--- src/rtl/conv_job_sequencer_pkg.sv ---
// Shared definitions for the convolution job sequencer: FSM encoding and parameter defaults.
package conv_job_sequencer_pkg;

    localparam int ADDR_W_DEF        = 12;
    localparam int DATA_W_DEF        = 16;
    localparam int START_TIMEOUT_DEF = 16;
    localparam int BUSY_TIMEOUT_DEF  = 4096;
    localparam int TMR_W             = 16;

    typedef enum logic [2:0] {
        S_IDLE = 3'd0,
        S_RUN  = 3'd1,
        S_WAIT = 3'd2,
        S_READ = 3'd3,
        S_DONE = 3'd4,
        S_ERR  = 3'd5
    } state_t;

endpackage

--- src/rtl/conv_job_sequencer_if.sv ---
// Bundle of job control, engine run/busy, output-SRAM read and result stream signals.
interface conv_job_sequencer_if
    import conv_job_sequencer_pkg::*;
#(
    parameter int ADDR_W = ADDR_W_DEF,
    parameter int DATA_W = DATA_W_DEF
);
    logic              start;
    logic [ADDR_W-1:0] num_out_rows;
    logic              dut_run;
    logic              dut_busy;
    logic [ADDR_W-1:0] rd_addr;
    logic [DATA_W-1:0] rd_data;
    logic              res_valid;
    logic              res_ready;
    logic [DATA_W-1:0] res_data;
    logic [ADDR_W-1:0] res_addr;
    logic              job_busy;
    logic              job_done;
    logic              timeout_err;

    modport master (
        input  start, num_out_rows, dut_busy, rd_data, res_ready,
        output dut_run, rd_addr, res_valid, res_data, res_addr, job_busy, job_done, timeout_err
    );

    modport slave (
        output start, num_out_rows, dut_busy, rd_data, res_ready,
        input  dut_run, rd_addr, res_valid, res_data, res_addr, job_busy, job_done, timeout_err
    );
endinterface

--- src/rtl/conv_job_sequencer_result_fifo2.sv ---
// Two-entry FIFO holding {addr, data} result words between the SRAM read and the consumer.
module result_fifo2 #(
    parameter int W = 28
) (
    input  logic         clk,
    input  logic         reset,
    input  logic         push,
    input  logic         pop,
    input  logic [W-1:0] din,
    output logic [W-1:0] dout,
    output logic [1:0]   count
);
    logic [W-1:0] mem [2];
    logic         wr_ptr;
    logic         rd_ptr;

    always_ff @(posedge clk or posedge reset) begin
        if (reset) begin
            mem[0] <= '0;
            mem[1] <= '0;
            wr_ptr <= 1'b0;
            rd_ptr <= 1'b0;
            count  <= 2'd0;
        end else begin
            if (push) begin
                mem[wr_ptr] <= din;
                wr_ptr      <= ~wr_ptr;
            end
            if (pop) begin
                rd_ptr <= ~rd_ptr;
            end
            count <= count + {1'b0, push} - {1'b0, pop};
        end
    end

    assign dout = mem[rd_ptr];

endmodule

--- src/rtl/conv_job_sequencer.sv ---
// Launches one engine job, waits for it to finish, then streams result rows from the output SRAM.
//  state | meaning
//  IDLE  | waiting for start
//  RUN   | dut_run held until engine reports busy
//  WAIT  | engine computing; waiting for busy to drop
//  READ  | reading result rows out of SRAM to the consumer
//  DONE  | job_done pulse, success
//  ERR   | job_done pulse, start or busy timeout
module conv_job_sequencer
    import conv_job_sequencer_pkg::*;
#(
    parameter int                ADDR_W        = ADDR_W_DEF,
    parameter int                DATA_W        = DATA_W_DEF,
    parameter logic [ADDR_W-1:0] OUT_BASE      = '0,
    parameter int                START_TIMEOUT = START_TIMEOUT_DEF,
    parameter int                BUSY_TIMEOUT  = BUSY_TIMEOUT_DEF
) (
    input logic                  clk,
    input logic                  reset,
    conv_job_sequencer_if.master bus
);
    state_t             state;
    state_t             state_nxt;
    logic [TMR_W-1:0]   timer;
    logic [ADDR_W-1:0]  count_q;
    logic [ADDR_W-1:0]  issue_idx;
    logic [ADDR_W-1:0]  delivered;
    logic               inflight;
    logic [ADDR_W-1:0]  inflight_addr;
    logic               timeout_err_q;
    logic [1:0]         fifo_cnt;
    logic [ADDR_W+DATA_W-1:0] head;
    logic               res_valid;
    logic               pop;
    logic               issue;
    logic [2:0]         occ_after;
    logic               run_o;
    logic               done_o;
    logic [ADDR_W-1:0]  rd_addr;

    assign res_valid = (fifo_cnt != 2'd0);
    assign pop       = res_valid & bus.res_ready;
    assign rd_addr   = (state == S_READ) ? (OUT_BASE + issue_idx) : '0;

    // Counting the word leaving this cycle lets a new read overlap the pop, giving 1 word/cycle.
    assign occ_after = {1'b0, fifo_cnt} + {2'b0, inflight} - {2'b0, pop};
    assign issue     = (state == S_READ) && (issue_idx < count_q) && (occ_after < 3'd2);

    always_ff @(posedge clk or posedge reset) begin
        if (reset) begin
            state <= S_IDLE;
        end else begin
            state <= state_nxt;
        end
    end

    always_comb begin
        state_nxt = state;
        run_o     = 1'b0;
        done_o    = 1'b0;
        case (state)
            S_IDLE: begin
                if (bus.start) state_nxt = S_RUN;
            end
            S_RUN: begin
                run_o = 1'b1;
                if (bus.dut_busy)         state_nxt = S_WAIT;
                else if (timer == '0)     state_nxt = S_ERR;
            end
            S_WAIT: begin
                if (!bus.dut_busy)        state_nxt = (count_q == '0) ? S_DONE : S_READ;
                else if (timer == '0)     state_nxt = S_ERR;
            end
            S_READ: begin
                if (pop && (delivered == count_q - 1'b1)) state_nxt = S_DONE;
            end
            S_DONE: begin
                done_o    = 1'b1;
                state_nxt = S_IDLE;
            end
            S_ERR: begin
                done_o    = 1'b1;
                state_nxt = S_IDLE;
            end
            default: state_nxt = S_IDLE;
        endcase
    end

    always_ff @(posedge clk or posedge reset) begin
        if (reset) begin
            timer         <= '0;
            count_q       <= '0;
            issue_idx     <= '0;
            delivered     <= '0;
            inflight      <= 1'b0;
            inflight_addr <= '0;
            timeout_err_q <= 1'b0;
        end else begin
            if (state == S_IDLE && bus.start) begin
                timer         <= TMR_W'(START_TIMEOUT - 1);
                count_q       <= bus.num_out_rows;
                issue_idx     <= '0;
                delivered     <= '0;
                timeout_err_q <= 1'b0;
            end else begin
                if (state == S_RUN && state_nxt == S_WAIT) begin
                    timer <= TMR_W'(BUSY_TIMEOUT);
                end else if (timer != '0) begin
                    timer <= timer - 1'b1;
                end
                if (issue) issue_idx <= issue_idx + 1'b1;
                if (pop)   delivered <= delivered + 1'b1;
                if (state_nxt == S_ERR) timeout_err_q <= 1'b1;
            end
            inflight      <= issue;
            inflight_addr <= rd_addr;
        end
    end

    result_fifo2 #(.W(ADDR_W + DATA_W)) u_fifo (
        .clk   (clk),
        .reset (reset),
        .push  (inflight),
        .pop   (pop),
        .din   ({inflight_addr, bus.rd_data}),
        .dout  (head),
        .count (fifo_cnt)
    );

    assign bus.dut_run     = run_o;
    assign bus.job_done    = done_o;
    assign bus.job_busy    = (state != S_IDLE);
    assign bus.timeout_err = timeout_err_q;
    assign bus.rd_addr     = rd_addr;
    assign bus.res_valid   = res_valid;
    assign bus.res_addr    = head[ADDR_W+DATA_W-1:DATA_W];
    assign bus.res_data    = head[DATA_W-1:0];

endmodule

--- src/flat_wrapper.sv ---
// flat-port wrapper written by rule: the top's interface ports become plain ports
module conv_job_sequencer_flat import conv_job_sequencer_pkg::*;
#(
    parameter int                ADDR_W        = ADDR_W_DEF,
    parameter int                DATA_W        = DATA_W_DEF,
    parameter logic [ADDR_W-1:0] OUT_BASE      = '0,
    parameter int                START_TIMEOUT = START_TIMEOUT_DEF,
    parameter int                BUSY_TIMEOUT  = BUSY_TIMEOUT_DEF
)
  (clk, reset, bus_start, bus_num_out_rows, bus_dut_busy, bus_rd_data, bus_res_ready, bus_dut_run, bus_rd_addr, bus_res_valid, bus_res_data, bus_res_addr, bus_job_busy, bus_job_done, bus_timeout_err);
  conv_job_sequencer_if #(.ADDR_W(ADDR_W), .DATA_W(DATA_W)) bus_i ();
  input logic clk;
  input logic reset;
  input wire logic [$bits(bus_i.start)-1:0] bus_start;
  input wire logic [$bits(bus_i.num_out_rows)-1:0] bus_num_out_rows;
  input wire logic [$bits(bus_i.dut_busy)-1:0] bus_dut_busy;
  input wire logic [$bits(bus_i.rd_data)-1:0] bus_rd_data;
  input wire logic [$bits(bus_i.res_ready)-1:0] bus_res_ready;
  output wire logic [$bits(bus_i.dut_run)-1:0] bus_dut_run;
  output wire logic [$bits(bus_i.rd_addr)-1:0] bus_rd_addr;
  output wire logic [$bits(bus_i.res_valid)-1:0] bus_res_valid;
  output wire logic [$bits(bus_i.res_data)-1:0] bus_res_data;
  output wire logic [$bits(bus_i.res_addr)-1:0] bus_res_addr;
  output wire logic [$bits(bus_i.job_busy)-1:0] bus_job_busy;
  output wire logic [$bits(bus_i.job_done)-1:0] bus_job_done;
  output wire logic [$bits(bus_i.timeout_err)-1:0] bus_timeout_err;
  assign bus_i.start = bus_start;
  assign bus_i.num_out_rows = bus_num_out_rows;
  assign bus_i.dut_busy = bus_dut_busy;
  assign bus_i.rd_data = bus_rd_data;
  assign bus_i.res_ready = bus_res_ready;
  assign bus_dut_run = bus_i.dut_run;
  assign bus_rd_addr = bus_i.rd_addr;
  assign bus_res_valid = bus_i.res_valid;
  assign bus_res_data = bus_i.res_data;
  assign bus_res_addr = bus_i.res_addr;
  assign bus_job_busy = bus_i.job_busy;
  assign bus_job_done = bus_i.job_done;
  assign bus_timeout_err = bus_i.timeout_err;
  conv_job_sequencer #(.ADDR_W(ADDR_W), .DATA_W(DATA_W), .OUT_BASE(OUT_BASE), .START_TIMEOUT(START_TIMEOUT), .BUSY_TIMEOUT(BUSY_TIMEOUT)) u_core (.clk(clk), .reset(reset), .bus(bus_i));
endmodule
--- config.mk ---
export PLATFORM = sky130hd
export DESIGN_NAME = conv_job_sequencer_flat
export DESIGN_NICKNAME = d
export VERILOG_FILES = /design/src/rtl/conv_job_sequencer_pkg.sv /design/src/rtl/conv_job_sequencer_if.sv /design/src/rtl/conv_job_sequencer_result_fifo2.sv /design/src/rtl/conv_job_sequencer.sv /design/src/flat_wrapper.sv
export SDC_FILE = /design/constraint.sdc
export NUM_CORES = 1
export LEC_CHECK = 0
export CAP_MARGIN = 20
export CORE_UTILIZATION = 55
export CTS_CLUSTER_DIAMETER = 100
export DETAILED_ROUTE_END_ITERATION = 10
export PLACE_DENSITY = 0.77
export SETUP_SLACK_MARGIN = 0.3
export SLEW_MARGIN = 25
export SYNTH_ARGS = -nofsm -noshare
export SYNTH_HDL_FRONTEND = slang
export SYNTH_SLANG_ARGS = --single-unit
--- constraint.sdc ---
create_clock -name clk -period 11.23 [get_ports clk]
set_input_delay 2.246 -clock clk [delete_from_list [all_inputs] [get_ports clk]]
set_output_delay 2.246 -clock clk [all_outputs]
set_load 0.01 [all_outputs]
# Word-level counts from Yosys, hierarchy flattened
# Index checks and enable logic that the tools add are counted.
# Widths: inputs -> output; s select.
[word_totals] regBits=129 in_bits=33 output_inout_bits=45 wordCells=81
[classes] n_addsub=8 n_lt_le_gt_ge=5 eq_ne=8 muxes=25 bitwise=5 n_reduce_logical=17
[op_table] operator="$mux 28" count=4
[op_table] operator="$mux 12" count=5
[op_table] operator="$bwmux 56" count=1
[op_table] operator="$mux 16" count=3
[op_table] operator="$demux 28 s1" count=1
[op_table] operator="$add 12x1->12 const B" count=2
[op_table] operator="$mux 3" count=6
[op_table] operator="$logic_not 16->1" count=1
[op_table] operator="$reduce_bool 16->1" count=1
[op_table] operator="$sub 16x1->16 const B" count=1
[op_table] operator="$eq 12x12->1" count=1
[op_table] operator="$logic_not 12->1" count=1
[op_table] operator="$lt 12x12->1" count=1
[op_table] operator="$pmux 3 s4" count=1
[op_table] operator="$sub 12x1->12 const B" count=1
[op_table] operator="$eq 3x2->1 const B" count=3
[op_table] operator="$eq 3x3->1 const B" count=3
[op_table] operator="$reduce_bool 2->1" count=4
[op_table] operator="$logic_and 1x1->1" count=6
[op_table] operator="$reduce_bool 3->1" count=2
[op_table] operator="$ge 2x2->1 const B" count=2
[op_table] operator="$mux 1" count=4
[op_table] operator="$not 1->2" count=2
[op_table] operator="$add 2x1->3" count=1
[op_table] operator="10 further kinds" count=11

# Depth between registers and ports, before layout
# Gate-level depths: netlist of run 1.
[logic_depth] word_depth=9 depth_mapped=14 mapped_depth_nobuf=13

# By module
# A second synthesis of run 1 with hierarchy kept.
[hier_totals] cells_unflattened=589 area_unflattened_um2=6497.5
[modules_own_cells] module="conv_job_sequencer" instances=1 cells_each=426 area_per_inst_um2=3881.2 seq_area_each_um2=1726.7
[modules_own_cells] module="result_fifo2" instances=1 cells_each=163 area_per_inst_um2=2616.3 seq_area_each_um2=1501.4

# Least setup slack after synthesis of run 1
# OpenSTA, ideal clock, no wires.
[synth_path] kind="input-to-reg" from="input bus_res_ready" to="register u_core.issue_idx[9]" setup_time_ns=0.078 arrival_ns=4.594 required_ns=11.152 setup_slack_ns=6.558 path_stages=12 n_path_buf=0 cell_sequence="nand2_1 inv_2 ha_1 inv_1 ha_1 inv_1 fa_1 xor2_1 a2111oi_4 o21ai_2 or4_1 a21oi_1"
[synth_between] elab_chain_cells=5
[synth_rtl] element="start, declared" line_no="flat_wrapper.sv:18" source="input wire logic [$bits(bus_i.res_ready)-1:0] bus_res_ready;"
[synth_rtl] element="$and 1x1->1" line_no="conv_job_sequencer.sv:42" source="assign pop = res_valid & bus.res_ready;"
[synth_rtl] element="via u_core.pop" line_no="conv_job_sequencer.sv:34" source="logic pop;"
[synth_rtl] element="$sub 3x1->3" line_no="conv_job_sequencer.sv:46" source="assign occ_after = {1'b0, fifo_cnt} + {2'b0, inflight} - {2'b0, pop};"
[synth_rtl] element="$lt 3x2->1" line_no="conv_job_sequencer.sv:47" source="assign issue = (state == S_READ) && (issue_idx < count_q) && (occ_after < 3'd2);"
[synth_rtl] element="$logic_and 1x1->1" line_no="conv_job_sequencer.sv:47"
[synth_rtl] element="$reduce_bool 2->1 (no line)"
[synth_rtl] element="end signal, assigned" line_no="conv_job_sequencer.sv:111" source="if (issue) issue_idx <= issue_idx + 1'b1;"
[synth_rtl] element="end, declared" line_no="conv_job_sequencer.sv:26" source="logic [ADDR_W-1:0] issue_idx;"
# The timed path passes the listed nets, and every way through them passes these cells.
# A chain may end at the register's enable or synchronous reset.

# Worst setup path in the final report of run 1
# Ends and elaborated chain as after synthesis.

==> key figures, run 1 <==
Die
  • I/O pin count: a little under 80
  • # rows: 38
  • Initial Utilization: 0.573
  • Core area: roughly 0.011 mm²
  • Die width: approximately 110 µm
  • Die H: between 100 and 150 µm
  • Die area: about 0.012 mm²

Critical path
  • Crit path max fanout: 17
  • Worst EP arrival: 5310 ps
  • Worst Reg-to-Reg Cells: 13
  • Critical R2R Launch: u_core.u_fifo.count[1]$_DFF_PP0_
  • RR Endpoint: u_core.issue_idx[9]$_DFFE_PP0P_
  • Worst path cell trace: clkdlybuf4s50_1 -> nand2_1 -> inv_2 -> ha_1 -> inv_1 -> ha_1 -> inv_1 -> fa_1 -> xor2_1 -> a2111oi_4 -> o21ai_2 -> or4_1 -> a21oi_1
  • Crit-path slowest cell: or4_1
  • Crit end category: flip-flop
  • Critical path type: primary input to flip-flop
  • CP required: roughly 12000 ps
  • Max incr delay on CP: around 550 ps
  • Flop-to-flop setup slack: around 7800 ps
  • Crit start category: primary input

Hold path
  • WHS Path Cells: 1
  • HP Start: u_core.inflight_addr[7]$_DFF_PP0_
  • Hold Path Sink: u_core.u_fifo.mem[23]$_DFFE_PP0P_
  • Hold WC Path Type: flip-flop to flip-flop

STA
  • Endpoints failing setup: 0
  • Final Hold Fails: 0
  • Maximum clock frequency: roughly 200 MHz
  • Final hold slack: slightly below 500 ps
  • Final slew viol count: 0
  • Fin Setup TNS: 0 ps
  • Final Cycle Share: 0.443
  • RSZ-0062 raised after global routing: false
  • Tightest Pin Transition: approximately 770 ps
  • Final min period: 4970 ps
  • Fin Clk Skew: 9.28 ps
  • Normalized max-slew margin: 0.484

Clocking
  • Clk_lat worst skew: ~420 ps
  • CTS Buf Count: 17
  • Post-cts hold buffer count: 0
  • Clock Pin Slew Worst Setup and Hold Paths: 50 ps
  • CTS tree: done
  • Post-CTS sizing: 0
  • Clk buf depth: 2
  • CTS sink count: between 100 and 150
  • Htree depth: 4
  • Root buffer cell: clkbuf_16
  • Post-CTS setup repair buffer count: 0

Place
  • Port buffer count: 77
  • HPWL after DPL: 8.68 mm
  • Placer Congestion: 0.855

Global routing
  • Global route overflow: 0
  • Initial antenna violation count: 0
  • Vias in the first global route: approximately 4600
  • First-pass GRT wire length: approximately 21 mm
  • Total Routing Usage GR: 0.233
  • Pin count of the biggest net entering global routing: 83

Layout
  • Most common cell after layout, fill and taps aside: dfrtp_1
  • Area Overhead vs Synth: 23.9%
  • ANT cells: 0
  • Final nets: 697
  • Post-layout util: 0.710
  • Layout cell share with drive strength beyond 1: 0.199
  • Most frequent cells in the layout: 129 x dfrtp_1, 84 x mux2_2, 77 x clkdlybuf4s50_1, 44 x nand2_1, 40 x nor2_1

Logic synthesis
  • Yosys reg bits: around 130
  • Yosys warns: 0
  • Mapped Nets: 619
  • Mapped cell area: approximately 0.0063 mm²
  • Mean post-synth cell area: 11.1 µm²
  • Register area share after synthesis: 0.511
  • Mapped Cells: ~570
  • Synth unique cells: 50

Flow run
  • Max cap viols: 0

Detailed routing
  • DR pass1 iterations: 4
  • Via/cell ratio: roughly 5.6
  • Initial DRC count: slightly below 200
  • Drt total wl: about 13 mm
  • Via Count: approximately 4500
  • Drc violations: 0
  • Post-DRT Antenna Nets: 0
  • Wirelength per Cell: ~16 µm

Pwr
  • PwrDens: 274 mW/mm²
  • Static leakage: between 3 and 4 nW
  • Max VDD drop: 0.189 mV

Status
  • Status: completed
-- where the power goes --
group / leakage (nW) / switching, mW / internal (mW)
clock: 0.292 / 0.196 / 0.365
sequential: 1.63 / 0.138 / 0.630
combinational: 1.53 / 0.382 / 0.433
-- critical path, delay by kind of cell --
family	cells	cell delay, ps
compound gates	3	780
xor+xnor	1	180
fa+ha+maj	3	740
buf+inv	4	710
simple gates	2	660
-- through the flow --
step / power (mW) / area [µm²] / instances / setup slack [ps]
floorplan: 1.30 / 6320 / 567 / 5540
global placement: 1.55 / 7220 / 766 / 5920
detailed placement: 1.59 / 7220 / 766 / 5850
CTS: 2.16 / 7830 / 798 / 6250
global route: 2.28 / 7830 / 798 / 6030
finish: 2.14 / 7830 / 798 / 6260
-- cell usage after synthesis, drive strengths merged --
library cell / number / area, µm²
a2111oi: 1 / 27.5
a211oi: 1 / 7.51
a21o: 4 / 30.0
a21oi: 17 / 85.1
a221oi: 2 / 23.8
a31o: 1 / 8.76
a31oi: 4 / 25.0
a41oi: 1 / 8.76
and2: 13 / 81.3
and3: 4 / 25.0
and4: 1 / 8.76
and4b: 1 / 10.0
buf: 5 / 21.3
clkbuf: 18 / 68.8
dfrtp: 129 / 3230
fa: 1 / 20.0
ha: 18 / 225
inv: 27 / 101
mux2: 84 / 946
mux2i: 6 / 60.1
nand2: 44 / 165
nand2b: 7 / 43.8
nand3: 6 / 30.0
nand3b: 1 / 7.51
nand4: 14 / 87.6
nand4b: 1 / 8.76
nor2: 41 / 154
nor2b: 1 / 6.26
nor3: 13 / 65.1
nor4: 8 / 62.6
nor4b: 1 / 15.0
o2111ai: 1 / 8.76
o211ai: 3 / 22.5
o21a: 3 / 22.5
o21ai: 27 / 139
o22ai: 3 / 18.8
o31ai: 4 / 30.0
o41ai: 2 / 17.5
or2: 2 / 12.5
or3: 7 / 43.8
or4: 2 / 15.0
xnor2: 22 / 193
xor2: 16 / 140
-- final cells by class --
type                            instances  area [µm²]
Clock inverter                         10         133
Tap cell                              140         175
Sequential cell                       129        3230
Clock buffer                           22         474
Inverter                               27         106
Timing Repair Buffer                   82         808
Fill cell                             786        3200
Multi-Input combinational cell        388        2900
-- state kept, by name, indices dropped and copies added (netlist names) --
signal and count:
u_core.delivered 12, u_core.timer 16, u_core.state 3, u_core.count_q 12, u_core.u_fifo.mem 56, u_core.issue_idx 12
u_core.inflight_addr 12, u_core.u_fifo.wr_ptr 1, u_core.bus.timeout_err 1, u_core.u_fifo.rd_ptr 1, u_core.inflight 1, u_core.u_fifo.count 2
-- cells by family after synthesis --
group                    after synthesis  share of synthesized area
buffers and inverters                 50                     0.0303
flip-flops                           129                      0.511
multiplexers                          90                      0.159
AO/OA/AOI/OAI                         74                     0.0752
AND/OR/NAND/NOR                      167                      0.133
adder cells (fa/ha/maj)               19                     0.0388
XOR/XNOR                              38                     0.0527
-- routing by layer --
layer / part of all wire / wire length (µm) / track usage
met3: 0.055 / 700 / 0.0640
met1: 0.45 / 5710 / 0.287
met4: 0.017 / 216 / 0.0905
met5: 0 / 0 / 0
met2: 0.48 / 6120 / 0.388
-- how the worst max path moves through the flow --
stage | from | to | cells past startpoint
6_report | bus_res_ready | u_core.issue_idx[9]$_DFFE_PP0P_ | 13
3_5_place_dp | bus_res_ready | u_core.issue_idx[9]$_DFFE_PP0P_ | 13
2_1_floorplan | reset | u_core.bus.timeout_err$_DFFE_PP0P_ | 1
4_1_cts | u_core.state[1]$_DFF_PP0_ | bus_rd_addr[10] | 5
3_3_place_gp | bus_res_ready | u_core.issue_idx[9]$_DFFE_PP0P_ | 13
5_1_grt | u_core.state[1]$_DFF_PP0_ | bus_rd_addr[10] | 5
Note: power is estimated with default switching activity, not from simulation.
==> run 2: changes to the inputs <==
==> constraint.sdc (replaced) <==
create_clock -name clk -period 4.7 [get_ports clk]
set_input_delay 0.94 -clock clk [delete_from_list [all_inputs] [get_ports clk]]
set_output_delay 0.94 -clock clk [all_outputs]
set_load 0.01 [all_outputs]
==> key figures, run 2 (same netlist as run 1, synthesis figures left out) <==
Pwr
  • Sw Pwr: 1.75 mW (was 0.715 mW)
  • Cell internal pwr: 3.51 mW (was 1.43 mW)
  • Comb power frac: 0.373 (was 0.380)
  • Sequential share of power: 0.350 (was 0.358)
  • Switching Fraction: 0.333 (was 0.334)
  • PwrDens: 667 mW/mm² (was 274 mW/mm²)
  • Max VDD drop: 0.429 mV (was 0.189 mV)
  • Clock Power Share: 0.277 (was 0.262)
  • Static leakage: 3.48 nW (was 3.46 nW)

Die
  • Die H: 109 µm (unchanged)
  • Die area: 0.0119 mm² (unchanged)
  • # rows: 38 (unchanged)
  • Die width: 109 µm (unchanged)
  • Initial Utilization: 0.573 (unchanged)
  • Core area: 0.0110 mm² (unchanged)
  • I/O pin count: 78 (unchanged)

Global routing
  • Global route overflow: 0 (unchanged)
  • Vias in the first global route: 4705 (was 4613)
  • First-pass GRT wire length: 22.0 mm (was 21.2 mm)
  • Pin count of the biggest net entering global routing: 79 (was 83)
  • Initial antenna violation count: 0 (unchanged)
  • Total Routing Usage GR: 0.240 (was 0.233)

Critical path
  • Crit path max-delay family: compound AO/OA/AOI/OAI gates (unchanged)
  • Worst path cell trace: clkdlybuf4s50_1 -> nand2_1 -> inv_2 -> ha_1 -> inv_1 -> ha_1 -> inv_1 -> fa_1 -> xor2_1 -> a2111oi_4 -> o21ai_2 -> or4_1 -> a21oi_1 (unchanged)
  • Crit end category: flip-flop (unchanged)
  • Max incr delay on CP: 540 ps (was 550 ps)
  • Worst EP arrival: 4020 ps (was 5310 ps)
  • Critical path type: primary input to flip-flop (unchanged)
  • CP required: 5040 ps (was 11570 ps)
  • Crit start category: primary input (unchanged)
  • Crit-path slowest cell: or4_1 (unchanged)
  • CP Buf/Inv Count: 4 (unchanged)
  • Crit path max fanout: 17 (unchanged)

STA
  • Final slew viol count: 0 (unchanged)
  • Post-route setup slack: 1020 ps (was 6260 ps)
  • Final min period: 3680 ps
  • Fin Clk Skew: 10.3 ps (was 9.28 ps)
  • Maximum clock frequency: 272 MHz
  • RSZ-0062 raised after global routing: false (unchanged)
  • Final Cycle Share: 0.783
  • Fin Setup TNS: 0 ps (unchanged)
  • Tightest Pin Transition: 772 ps (was 771 ps)
  • Final Hold Fails: 0 (unchanged)
  • Endpoints failing setup: 0 (unchanged)
  • Normalized max-slew margin: 0.484 (about the same)

Place
  • Port buffer count: 77 (unchanged)
  • Worst slack at placement: 632 ps (was 5850 ps)
  • Placer Congestion: 0.822 (was 0.855)
  • HPWL after DPL: 9.07 mm (was 8.68 mm)
  • DP Area: 0.00723 mm² (was 0.00722 mm²)

Clocking
  • Post-CTS sizing: 0 (unchanged)
  • Clk_lat worst skew: 410 ps (was 420 ps)
  • Clock Pin Slew Worst Setup and Hold Paths: 60 ps (was 50 ps)
  • Clk buf depth: 2 (unchanged)
  • Htree depth: 4 (unchanged)
  • Post-cts hold buffer count: 0 (unchanged)
  • CTS Buf Count: 17 (unchanged)
  • CTS sink count: 129 (unchanged)
  • Root buffer cell: clkbuf_16 (unchanged)
  • Post-CTS setup repair buffer count: 0 (unchanged)
  • CTS tree: done (unchanged)

Layout
  • Area Overhead vs Synth: 24.8% (was 23.9%)
  • ANT cells: 0 (unchanged)
  • Top flop regs: u_core.u_fifo.mem: 56 flops, u_core.timer: 16 flops (unchanged)
  • Design area: 0.00789 mm² (was 0.00783 mm²)
  • Most frequent cells in the layout: 129 x dfrtp_1, 84 x mux2_2, 77 x clkdlybuf4s50_1, 44 x nand2_1, 40 x nor2_1 (unchanged)
  • Reg with most FFs: u_core.u_fifo.mem (unchanged)
  • Final nets: 698 (was 697)
  • Most common cell after layout, fill and taps aside: dfrtp_1 (unchanged)
  • Layout cell share with drive strength beyond 1: 0.202 (was 0.199)
  • Number of flip-flops in the largest register: 56 (unchanged)
  • Filler cells: 799 (was 786)

Detailed routing
  • DR pass1 iterations: 5 (was 4)
  • Via/cell ratio: 5.70 (was 5.63)
  • Wirelength per Cell: 16.4 µm (was 16.0 µm)
  • Via Count: 4557 (was 4491)
  • Drt total wl: 13.1 mm (was 12.7 mm)
  • Drc violations: 0 (unchanged)
  • Initial DRC count: 229 (was 197)
  • Post-DRT Antenna Nets: 0 (unchanged)

Status
  • Status: completed (unchanged)

Flow run
  • Max cap viols: 0 (unchanged)

Hold path
  • Hold WC Path Type: flip-flop to flip-flop (unchanged)
run 2: final timing paths:
check,start,to,slack [ps],cells after the start
max,bus_res_ready,u_core.issue_idx[9]$_DFFE_PP0P_,1020,13
min,u_core.u_fifo.mem[24]$_DFFE_PP0P_,u_core.u_fifo.mem[24]$_DFFE_PP0P_,500,1
max reg2reg,u_core.u_fifo.count[1]$_DFF_PP0_,u_core.issue_idx[9]$_DFFE_PP0P_,1210,13
min reg2reg,u_core.u_fifo.mem[24]$_DFFE_PP0P_,u_core.u_fifo.mem[24]$_DFFE_PP0P_,500,1
max in group asynchronous,reset,u_core.timer[4]$_DFFE_PP0P_,2830,3
min in group asynchronous,reset,u_core.u_fifo.mem[2]$_DFFE_PP0P_,1020,2
run 2: power groups by stage:
stage | logic, mW | registers, mW | clock network, mW
3_5_place_dp | 1.96 | 1.85 | 0
3_3_place_gp | 1.88 | 1.81 | 0
2_1_floorplan | 1.36 | 1.75 | 0
6_report | 1.96 | 1.84 | 1.46
4_1_cts | 1.98 | 1.84 | 1.48
5_1_grt | 2.17 | 1.90 | 1.53
run 2: final cells by class:
class / count / area, µm² / area share
inverter: 27 / 106 / 0.0135
clock inverter: 11 / 200 / 0.0254
sequential: 129 / 3230 / 0.409
clock buffer: 21 / 460 / 0.0583
timing repair buffer: 83 / 816 / 0.103
multi-input combinational: 388 / 2910 / 0.368
tap: 140 / 175 / 0.0222
run 2: per-layer routing:
layer | vias up | routed length, µm | global-route usage
li1 | 2152 | - | -
met1 | 2262 | 5740 | 0.302
met2 | 130 | 6520 | 0.412
met3 | 13 | 714 | 0.0586
met4 | 0 | 138 | 0.0667
met5 | - | 0 | 0
run 2: worst reg2reg max path, cell delays in order (launching register included):
cell and delay, ps:
dfrtp_1 410, or2_2 330, nand2_1 170, inv_2 100, ha_1 290, inv_1 60
ha_1 130, inv_1 50, fa_1 370, xor2_1 180, a2111oi_4 380, o21ai_2 260
or4_1 550, a21oi_1 150
run 2: stage by stage:
stage	hold WS, ps	util	cells	power (mW)
3_5_place_dp	487	0.655	767	3.81
3_3_place_gp	478	0.655	767	3.69
4_1_cts	503	0.715	799	5.30
5_1_grt	510	0.715	799	5.60
2_1_floorplan	461	-	567	3.11
6_report	499	0.715	799	5.27
